File: config.mk
export PLATFORM = sky130hd
export DESIGN_NAME = id_ex_pipe_reg_flat
export DESIGN_NICKNAME = d
export VERILOG_FILES = /design/src/rtl/id_ex_pipe_reg_if.sv /design/src/rtl/id_ex_pipe_reg.sv /design/src/flat_wrapper.sv
export SDC_FILE = /design/constraint.sdc
export NUM_CORES = 1
export LEC_CHECK = 0
export ABC_AREA = 1
export CAP_MARGIN = 5
export CORE_ASPECT_RATIO = 0.7
export CORE_MARGIN = 2
export CORE_UTILIZATION = 41
export DETAILED_ROUTE_END_ITERATION = 6
export GPL_TIMING_DRIVEN = 0
export PLACE_DENSITY = 0.91
export SYNTH_ARGS = -nofsm -noshare
export SYNTH_HDL_FRONTEND = slang
export SYNTH_SLANG_ARGS = --single-unit
export TNS_END_PERCENT = 100
File: constraint.sdc
create_clock -name clk_BF -period 8 [get_ports clk_BF]
set_clock_uncertainty 0.05 [all_clocks]
set_input_delay 1.6 -clock clk_BF [delete_from_list [all_inputs] [get_ports clk_BF]]
set_output_delay 1.6 -clock clk_BF [all_outputs]
set_load 0.01 [all_outputs]
File: src/rtl/id_ex_pipe_reg_if.sv
// ID/EX pipeline buffer bus: decode-side inputs and execute-side outputs.
// master drives the decode side and observes; slave is the buffer itself.
interface id_ex_pipe_reg_if #(
   parameter int DATA_W = 32,
   parameter int PC_W   = 8,
   parameter int REG_W  = 5,
   parameter int M_W    = 4,
   parameter int WB_W   = 2,
   parameter int CNT_W  = 16
);
   logic              stall_IN;
   logic              flush_IN;
   logic              valid_IN;
   logic [PC_W-1:0]   nextInst_IN;
   logic [DATA_W-1:0] regData1_IN;
   logic [DATA_W-1:0] regData2_IN;
   logic [DATA_W-1:0] imm_IN;
   logic [DATA_W-1:0] jump_IN;
   logic [REG_W-1:0]  rs_IN;
   logic [REG_W-1:0]  rt_IN;
   logic [REG_W-1:0]  rd_IN;
   logic [M_W-1:0]    M_IN;
   logic [WB_W-1:0]   WB_IN;
   logic [3:0]        EX_IN;

   logic              hazard_OUT;
   logic              valid_OUT;
   logic              RegDst;
   logic              ALUSrc;
   logic [1:0]        ALUOp;
   logic [M_W-1:0]    M_OUT;
   logic [WB_W-1:0]   WB_OUT;
   logic [PC_W-1:0]   nextInst_OUT;
   logic [DATA_W-1:0] regData1_OUT;
   logic [DATA_W-1:0] regData2_OUT;
   logic [DATA_W-1:0] imm_OUT;
   logic [DATA_W-1:0] jump_OUT;
   logic [REG_W-1:0]  rs_OUT;
   logic [REG_W-1:0]  rt_OUT;
   logic [REG_W-1:0]  rd_OUT;
   logic [CNT_W-1:0]  bubble_cnt;

   modport master (
      output stall_IN, flush_IN, valid_IN, nextInst_IN,
      output regData1_IN, regData2_IN, imm_IN, jump_IN,
      output rs_IN, rt_IN, rd_IN, M_IN, WB_IN, EX_IN,
      input  hazard_OUT, valid_OUT, RegDst, ALUSrc, ALUOp,
      input  M_OUT, WB_OUT, nextInst_OUT, regData1_OUT,
      input  regData2_OUT, imm_OUT, jump_OUT,
      input  rs_OUT, rt_OUT, rd_OUT, bubble_cnt
   );

   modport slave (
      input  stall_IN, flush_IN, valid_IN, nextInst_IN,
      input  regData1_IN, regData2_IN, imm_IN, jump_IN,
      input  rs_IN, rt_IN, rd_IN, M_IN, WB_IN, EX_IN,
      output hazard_OUT, valid_OUT, RegDst, ALUSrc, ALUOp,
      output M_OUT, WB_OUT, nextInst_OUT, regData1_OUT,
      output regData2_OUT, imm_OUT, jump_OUT,
      output rs_OUT, rt_OUT, rd_OUT, bubble_cnt
   );
endinterface

File: src/rtl/id_ex_pipe_reg.sv
// ID/EX pipeline buffer with stall, flush, valid bit, load-use hazard
// detection, bubble insertion and a saturating bubble counter.
// Ports: clk_BF, rst_BF (async active-high), bus (slave side of the bus).
module id_ex_pipe_reg #(
   parameter int DATA_W      = 32,
   parameter int PC_W        = 8,
   parameter int REG_W       = 5,
   parameter int M_W         = 4,
   parameter int WB_W        = 2,
   parameter int MEMREAD_BIT = 1,
   parameter int CNT_W       = 16
) (
   input  logic           clk_BF,
   input  logic           rst_BF,
   id_ex_pipe_reg_if.slave bus
);
   logic              valid_q, valid_d;
   logic              reg_dst_q, reg_dst_d;
   logic              alu_src_q, alu_src_d;
   logic [1:0]        alu_op_q, alu_op_d;
   logic [M_W-1:0]    m_q, m_d;
   logic [WB_W-1:0]   wb_q, wb_d;
   logic [PC_W-1:0]   next_inst_q, next_inst_d;
   logic [DATA_W-1:0] rd1_q, rd1_d;
   logic [DATA_W-1:0] rd2_q, rd2_d;
   logic [DATA_W-1:0] imm_q, imm_d;
   logic [DATA_W-1:0] jump_q, jump_d;
   logic [REG_W-1:0]  rs_q, rs_d;
   logic [REG_W-1:0]  rt_q, rt_d;
   logic [REG_W-1:0]  rd_q, rd_d;
   logic [CNT_W-1:0]  cnt_q, cnt_d;

   logic              hazard;
   logic [CNT_W-1:0]  cnt_inc;

   // Load in stage whose target is read by the incoming instruction.
   always_comb begin
      hazard = valid_q & m_q[MEMREAD_BIT] & bus.valid_IN
             & (rt_q != '0)
             & ((rt_q == bus.rs_IN) | (rt_q == bus.rt_IN));
   end

   always_comb begin
      cnt_inc = (&cnt_q) ? cnt_q : cnt_q + CNT_W'(1);

      valid_d     = valid_q;
      reg_dst_d   = reg_dst_q;
      alu_src_d   = alu_src_q;
      alu_op_d    = alu_op_q;
      m_d         = m_q;
      wb_d        = wb_q;
      next_inst_d = next_inst_q;
      rd1_d       = rd1_q;
      rd2_d       = rd2_q;
      imm_d       = imm_q;
      jump_d      = jump_q;
      rs_d        = rs_q;
      rt_d        = rt_q;
      rd_d        = rd_q;
      cnt_d       = cnt_q;

      // Data fields follow the inputs on every non-stalled edge,
      // including bubbles, where they are don't-care.
      if (bus.flush_IN || !bus.stall_IN) begin
         next_inst_d = bus.nextInst_IN;
         rd1_d       = bus.regData1_IN;
         rd2_d       = bus.regData2_IN;
         imm_d       = bus.imm_IN;
         jump_d      = bus.jump_IN;
         rs_d        = bus.rs_IN;
         rt_d        = bus.rt_IN;
         rd_d        = bus.rd_IN;
      end

      priority case (1'b1)
         bus.flush_IN, hazard && !bus.stall_IN: begin
            valid_d   = 1'b0;
            reg_dst_d = 1'b0;
            alu_src_d = 1'b0;
            alu_op_d  = 2'b00;
            m_d       = '0;
            wb_d      = '0;
            cnt_d     = cnt_inc;
         end
         bus.stall_IN: begin
         end
         default: begin
            valid_d   = bus.valid_IN;
            reg_dst_d = bus.valid_IN & bus.EX_IN[3];
            alu_op_d  = bus.valid_IN ? bus.EX_IN[2:1] : 2'b00;
            alu_src_d = bus.valid_IN & bus.EX_IN[0];
            m_d       = bus.valid_IN ? bus.M_IN : '0;
            wb_d      = bus.valid_IN ? bus.WB_IN : '0;
         end
      endcase
   end

   always_ff @(posedge clk_BF or posedge rst_BF) begin
      if (rst_BF) begin
         valid_q     <= 1'b0;
         reg_dst_q   <= 1'b0;
         alu_src_q   <= 1'b0;
         alu_op_q    <= 2'b00;
         m_q         <= '0;
         wb_q        <= '0;
         next_inst_q <= '0;
         rd1_q       <= '0;
         rd2_q       <= '0;
         imm_q       <= '0;
         jump_q      <= '0;
         rs_q        <= '0;
         rt_q        <= '0;
         rd_q        <= '0;
         cnt_q       <= '0;
      end else begin
         valid_q     <= valid_d;
         reg_dst_q   <= reg_dst_d;
         alu_src_q   <= alu_src_d;
         alu_op_q    <= alu_op_d;
         m_q         <= m_d;
         wb_q        <= wb_d;
         next_inst_q <= next_inst_d;
         rd1_q       <= rd1_d;
         rd2_q       <= rd2_d;
         imm_q       <= imm_d;
         jump_q      <= jump_d;
         rs_q        <= rs_d;
         rt_q        <= rt_d;
         rd_q        <= rd_d;
         cnt_q       <= cnt_d;
      end
   end

   assign bus.hazard_OUT   = hazard;
   assign bus.valid_OUT    = valid_q;
   assign bus.RegDst       = reg_dst_q;
   assign bus.ALUSrc       = alu_src_q;
   assign bus.ALUOp        = alu_op_q;
   assign bus.M_OUT        = m_q;
   assign bus.WB_OUT       = wb_q;
   assign bus.nextInst_OUT = next_inst_q;
   assign bus.regData1_OUT = rd1_q;
   assign bus.regData2_OUT = rd2_q;
   assign bus.imm_OUT      = imm_q;
   assign bus.jump_OUT     = jump_q;
   assign bus.rs_OUT       = rs_q;
   assign bus.rt_OUT       = rt_q;
   assign bus.rd_OUT       = rd_q;
   assign bus.bubble_cnt   = cnt_q;
endmodule

File: src/flat_wrapper.sv
// flat-port wrapper written by rule: the top's interface ports become plain ports
module id_ex_pipe_reg_flat 
#(
   parameter int DATA_W      = 32,
   parameter int PC_W        = 8,
   parameter int REG_W       = 5,
   parameter int M_W         = 4,
   parameter int WB_W        = 2,
   parameter int MEMREAD_BIT = 1,
   parameter int CNT_W       = 16
)
  (clk_BF, rst_BF, bus_stall_IN, bus_flush_IN, bus_valid_IN, bus_nextInst_IN, bus_regData1_IN, bus_regData2_IN, bus_imm_IN, bus_jump_IN, bus_rs_IN, bus_rt_IN, bus_rd_IN, bus_M_IN, bus_WB_IN, bus_EX_IN, bus_hazard_OUT, bus_valid_OUT, bus_RegDst, bus_ALUSrc, bus_ALUOp, bus_M_OUT, bus_WB_OUT, bus_nextInst_OUT, bus_regData1_OUT, bus_regData2_OUT, bus_imm_OUT, bus_jump_OUT, bus_rs_OUT, bus_rt_OUT, bus_rd_OUT, bus_bubble_cnt);
  id_ex_pipe_reg_if #(.DATA_W(DATA_W), .PC_W(PC_W), .REG_W(REG_W), .M_W(M_W), .WB_W(WB_W), .CNT_W(CNT_W)) bus_i ();
  input  logic clk_BF;
  input  logic rst_BF;
  input wire logic [$bits(bus_i.stall_IN)-1:0] bus_stall_IN;
  input wire logic [$bits(bus_i.flush_IN)-1:0] bus_flush_IN;
  input wire logic [$bits(bus_i.valid_IN)-1:0] bus_valid_IN;
  input wire logic [$bits(bus_i.nextInst_IN)-1:0] bus_nextInst_IN;
  input wire logic [$bits(bus_i.regData1_IN)-1:0] bus_regData1_IN;
  input wire logic [$bits(bus_i.regData2_IN)-1:0] bus_regData2_IN;
  input wire logic [$bits(bus_i.imm_IN)-1:0] bus_imm_IN;
  input wire logic [$bits(bus_i.jump_IN)-1:0] bus_jump_IN;
  input wire logic [$bits(bus_i.rs_IN)-1:0] bus_rs_IN;
  input wire logic [$bits(bus_i.rt_IN)-1:0] bus_rt_IN;
  input wire logic [$bits(bus_i.rd_IN)-1:0] bus_rd_IN;
  input wire logic [$bits(bus_i.M_IN)-1:0] bus_M_IN;
  input wire logic [$bits(bus_i.WB_IN)-1:0] bus_WB_IN;
  input wire logic [$bits(bus_i.EX_IN)-1:0] bus_EX_IN;
  output wire logic [$bits(bus_i.hazard_OUT)-1:0] bus_hazard_OUT;
  output wire logic [$bits(bus_i.valid_OUT)-1:0] bus_valid_OUT;
  output wire logic [$bits(bus_i.RegDst)-1:0] bus_RegDst;
  output wire logic [$bits(bus_i.ALUSrc)-1:0] bus_ALUSrc;
  output wire logic [$bits(bus_i.ALUOp)-1:0] bus_ALUOp;
  output wire logic [$bits(bus_i.M_OUT)-1:0] bus_M_OUT;
  output wire logic [$bits(bus_i.WB_OUT)-1:0] bus_WB_OUT;
  output wire logic [$bits(bus_i.nextInst_OUT)-1:0] bus_nextInst_OUT;
  output wire logic [$bits(bus_i.regData1_OUT)-1:0] bus_regData1_OUT;
  output wire logic [$bits(bus_i.regData2_OUT)-1:0] bus_regData2_OUT;
  output wire logic [$bits(bus_i.imm_OUT)-1:0] bus_imm_OUT;
  output wire logic [$bits(bus_i.jump_OUT)-1:0] bus_jump_OUT;
  output wire logic [$bits(bus_i.rs_OUT)-1:0] bus_rs_OUT;
  output wire logic [$bits(bus_i.rt_OUT)-1:0] bus_rt_OUT;
  output wire logic [$bits(bus_i.rd_OUT)-1:0] bus_rd_OUT;
  output wire logic [$bits(bus_i.bubble_cnt)-1:0] bus_bubble_cnt;
  assign bus_i.stall_IN = bus_stall_IN;
  assign bus_i.flush_IN = bus_flush_IN;
  assign bus_i.valid_IN = bus_valid_IN;
  assign bus_i.nextInst_IN = bus_nextInst_IN;
  assign bus_i.regData1_IN = bus_regData1_IN;
  assign bus_i.regData2_IN = bus_regData2_IN;
  assign bus_i.imm_IN = bus_imm_IN;
  assign bus_i.jump_IN = bus_jump_IN;
  assign bus_i.rs_IN = bus_rs_IN;
  assign bus_i.rt_IN = bus_rt_IN;
  assign bus_i.rd_IN = bus_rd_IN;
  assign bus_i.M_IN = bus_M_IN;
  assign bus_i.WB_IN = bus_WB_IN;
  assign bus_i.EX_IN = bus_EX_IN;
  assign bus_hazard_OUT = bus_i.hazard_OUT;
  assign bus_valid_OUT = bus_i.valid_OUT;
  assign bus_RegDst = bus_i.RegDst;
  assign bus_ALUSrc = bus_i.ALUSrc;
  assign bus_ALUOp = bus_i.ALUOp;
  assign bus_M_OUT = bus_i.M_OUT;
  assign bus_WB_OUT = bus_i.WB_OUT;
  assign bus_nextInst_OUT = bus_i.nextInst_OUT;
  assign bus_regData1_OUT = bus_i.regData1_OUT;
  assign bus_regData2_OUT = bus_i.regData2_OUT;
  assign bus_imm_OUT = bus_i.imm_OUT;
  assign bus_jump_OUT = bus_i.jump_OUT;
  assign bus_rs_OUT = bus_i.rs_OUT;
  assign bus_rt_OUT = bus_i.rt_OUT;
  assign bus_rd_OUT = bus_i.rd_OUT;
  assign bus_bubble_cnt = bus_i.bubble_cnt;
  id_ex_pipe_reg #(.DATA_W(DATA_W), .PC_W(PC_W), .REG_W(REG_W), .M_W(M_W), .WB_W(WB_W), .MEMREAD_BIT(MEMREAD_BIT), .CNT_W(CNT_W)) u_core (.clk_BF(clk_BF), .rst_BF(rst_BF), .bus(bus_i));
endmodule
==> results.sh <==
export IMPL_status="finished clean"
export IMPL_place_hpwl_um=16180
export IMPL_antenna_found_initial=0
export IMPL_die_area_mm2=0.01894
export IMPL_power_total_mw=2.321
export IMPL_slowest_stage="clkdlybuf4s50_1"
export IMPL_cp_top_family="buffers and inverters"
export IMPL_fillers=1235
export IMPL_dp_cells=1163
export IMPL_grt_pass1_wl_um=32760
export IMPL_ys_top_cells_by_count="dfrtp_1, mux2_2, nand2_1"
export IMPL_cp_arrival_ns=3.52
export IMPL_place_congestion=0.7925
export IMPL_clkLatencyLatePin_ns=0.42
export IMPL_period_share=0.6463
export IMPL_async_flop_share=1.000
export IMPL_yosys_top_cells_area="dfrtp_1, mux2_2, nand2_1"
export IMPL_synthFlopType="dfrtp_1"
export IMPL_ios=345
export IMPL_cts_tree="yes"
export IMPL_vias_per_cell=4.909
export IMPL_synth_cells=587
export IMPL_crit_top_cell="nand2_1"
export IMPL_seq_area_frac_synth=0.6092
export IMPL_chipHeight_um=115.7
export IMPL_r2r_slack_ns=6.23
export IMPL_drt_antenna_violating_nets=0
export IMPL_critPathRequiredTime_ns=6.35
export IMPL_p_leak_nw=5.119
export IMPL_initial_core_util=0.4223
export IMPL_wire_per_inst_um=17.95
export IMPL_clk_path_buf_depth=2
export IMPL_port_buffers=344
export IMPL_htree_levels=4
export IMPL_wl_um=21460
export IMPL_hold_violations=0
export IMPL_synth_edf_count=0
export IMPL_crit_buf_inv=5
export IMPL_ir_drop_v=0.0001395
export IMPL_vias=5866
export IMPL_hold_ws_ns=0.4435
export IMPL_critPathKind="in -> out"
export IMPL_nets=1118
export IMPL_synth_top_area_frac=0.6092
export IMPL_rsz0062_at_grt="no"
export IMPL_stdcell_count=1195
export IMPL_drtIter0Drc=318
export IMPL_cpPeakStageDelay_ns=0.55
export IMPL_syn_nets=754
export IMPL_synth_most_common_cell="dfrtp_1"
export IMPL_cts_sinks=178
export IMPL_startpoint_type="primary input"
export IMPL_period_needed_ns=5.171
export IMPL_post_cts_buffers=0
export IMPL_grt_max_degree=111
export IMPL_crit_chain="clkdlybuf4s50_1 -> inv_1 -> nand2_1 -> nand2_1 -> nor2_1 -> nand3_1 -> nand2_2 -> nand2_1 -> buf_2 -> inv_1 -> clkdlybuf4s50_1"
export IMPL_drt_pass1_iterations=5
export IMPL_rows=40
export IMPL_diodes=0
export IMPL_grt_pass1_vias=6158
export IMPL_synth_cell_types=30
export IMPL_syn2layout_area_growth_pct=59.53
export IMPL_crit_path_end_kind="output pin"
export IMPL_finalSetupViolCount=0
export IMPL_ys_ff_latch=178
export IMPL_power_density_mw_per_mm2=199.0
export IMPL_slew_headroom=0.6195
export IMPL_yosysTopAreaCell="dfrtp_1"
export IMPL_cts_resized=0
export IMPL_drc=0
export IMPL_root_buffer="clkbuf_16"
export IMPL_slew_violations=0
export IMPL_grt_overflow=0
export IMPL_clk_pin_slew_ns=0.07
export IMPL_maxCapViolations=0
export IMPL_max_freq_mhz=193.4
export IMPL_hold_path_class="reg -> reg"
export IMPL_netlist_area_mm2=0.007312
export IMPL_drive_above_1_share=0.2178
export IMPL_avgSynthCellArea_um2=12.46
export IMPL_yosys_warnings=0
export IMPL_cp_max_fo=10
export IMPL_fp_dieW_um=163.6
export IMPL_tightest_slew_ns=0.5708
export IMPL_cts_buffers=17
export IMPL_core_mm2=0.01732
export IMPL_postCtsHoldBufs=0
export IMPL_grtUsageTotal=0.2254
path summary, 6_finish.rpt:
path                                              from                          end  cells after the start
setup reg to reg              u_core.bus.bubble_cnt[0]    u_core.bus.bubble_cnt[14]                     10
min in group asynchronous                       rst_BF   u_core.bus.regData1_OUT[4]                      2
setup / recovery                          bus_rs_IN[0]               bus_hazard_OUT                     11
hold / removal             u_core.bus.regData1_OUT[25]  u_core.bus.regData1_OUT[25]                      1
max in group asynchronous                       rst_BF  u_core.bus.regData1_OUT[30]                      3
hold reg to reg            u_core.bus.regData1_OUT[25]  u_core.bus.regData1_OUT[25]                      1
registers in the layout (all words and copies together), names as in the netlist, 4 cells and up:
signal,count
u_core.bus.M_OUT,4
u_core.bus.bubble_cnt,16
u_core.bus.imm_OUT,32
u_core.bus.jump_OUT,32
u_core.bus.nextInst_OUT,8
u_core.bus.rd_OUT,5
u_core.bus.regData1_OUT,32
u_core.bus.regData2_OUT,32
u_core.bus.rs_OUT,5
u_core.bus.rt_OUT,5
worst register-to-register path, delay by kind of cell, from the launching register on:
family | cells | cell delay (ns)
flip-flops | 1 | 0.41
AND/OR/NAND/NOR | 7 | 0.73
AO/OA/AOI/OAI | 1 | 0.21
adder cells (fa/ha/maj) | 1 | 0.22
buffers and inverters | 1 | 0.05
cell type report:
cell class                      count  area [µm²]  share of cell area
Clock buffer                       17       425.4             0.03647
Buffer                             25       151.4             0.01298
Timing Repair Buffer              345        3471              0.2975
Clock inverter                     15       160.2             0.01373
Tap cell                          231       289.0             0.02478
Inverter                           47       183.9             0.01577
Multi-Input combinational cell    337        2530              0.2169
Sequential cell                   178        4454              0.3819
logic make-up after synthesis:
kind of cell,Yosys count,synth area share
AND/OR/NAND/NOR,177,0.1104
multiplexers,142,0.2187
adder cells (fa/ha/maj),1,0.001711
XOR/XNOR,5,0.005990
AO/OA/AOI/OAI,12,0.009240
buffers and inverters,72,0.04483
flip-flops,178,0.6092
per-layer routing:
metal	GRT usage	share of wire
met1	0.2528	0.37
met2	0.3938	0.51
met3	0.08447	0.097
met4	0.08772	0.026
met5	0	0
per-stage QoR:
step	TNS, ns	setup slack (ns)	instance area, µm²	util
6_report	0	2.829	11660	0.6736
5_1_grt	0	2.671	11660	0.6736
4_1_cts	0	2.815	11660	0.6736
3_5_place_dp	0	2.822	11080	0.6398
3_3_place_gp	-155.24	-0.8836	11040	0.6378
2_1_floorplan	0	1.520	7312	-
cells in the final DEF (no fill, tap or decap), types with 3 or more instances in the layout:
master	count
clkdlybuf4s50_1	344
dfrtp_1	178
mux2_2	141
nand2_1	103
inv_1	43
nand3_1	32
clkbuf_16	17
nor2_1	15
nand4_1	13
buf_2	10
buf_4	7
o21ai_0	7
inv_6	7
inv_8	4
clkbuf_1	4
a21oi_1	4
inv_2	3
xnor2_1	3
nor2_2	3
report_power, final:
part | internal [mW] | total [mW] | switching [mW]
Combinational | 0.280 | 0.454 | 0.175
Sequential | 0.977 | 1.03 | 0.0540
Clock | 0.445 | 0.836 | 0.391
Total | 1.70 | 2.32 | 0.620
Note: power is estimated with default switching activity, not from simulation.
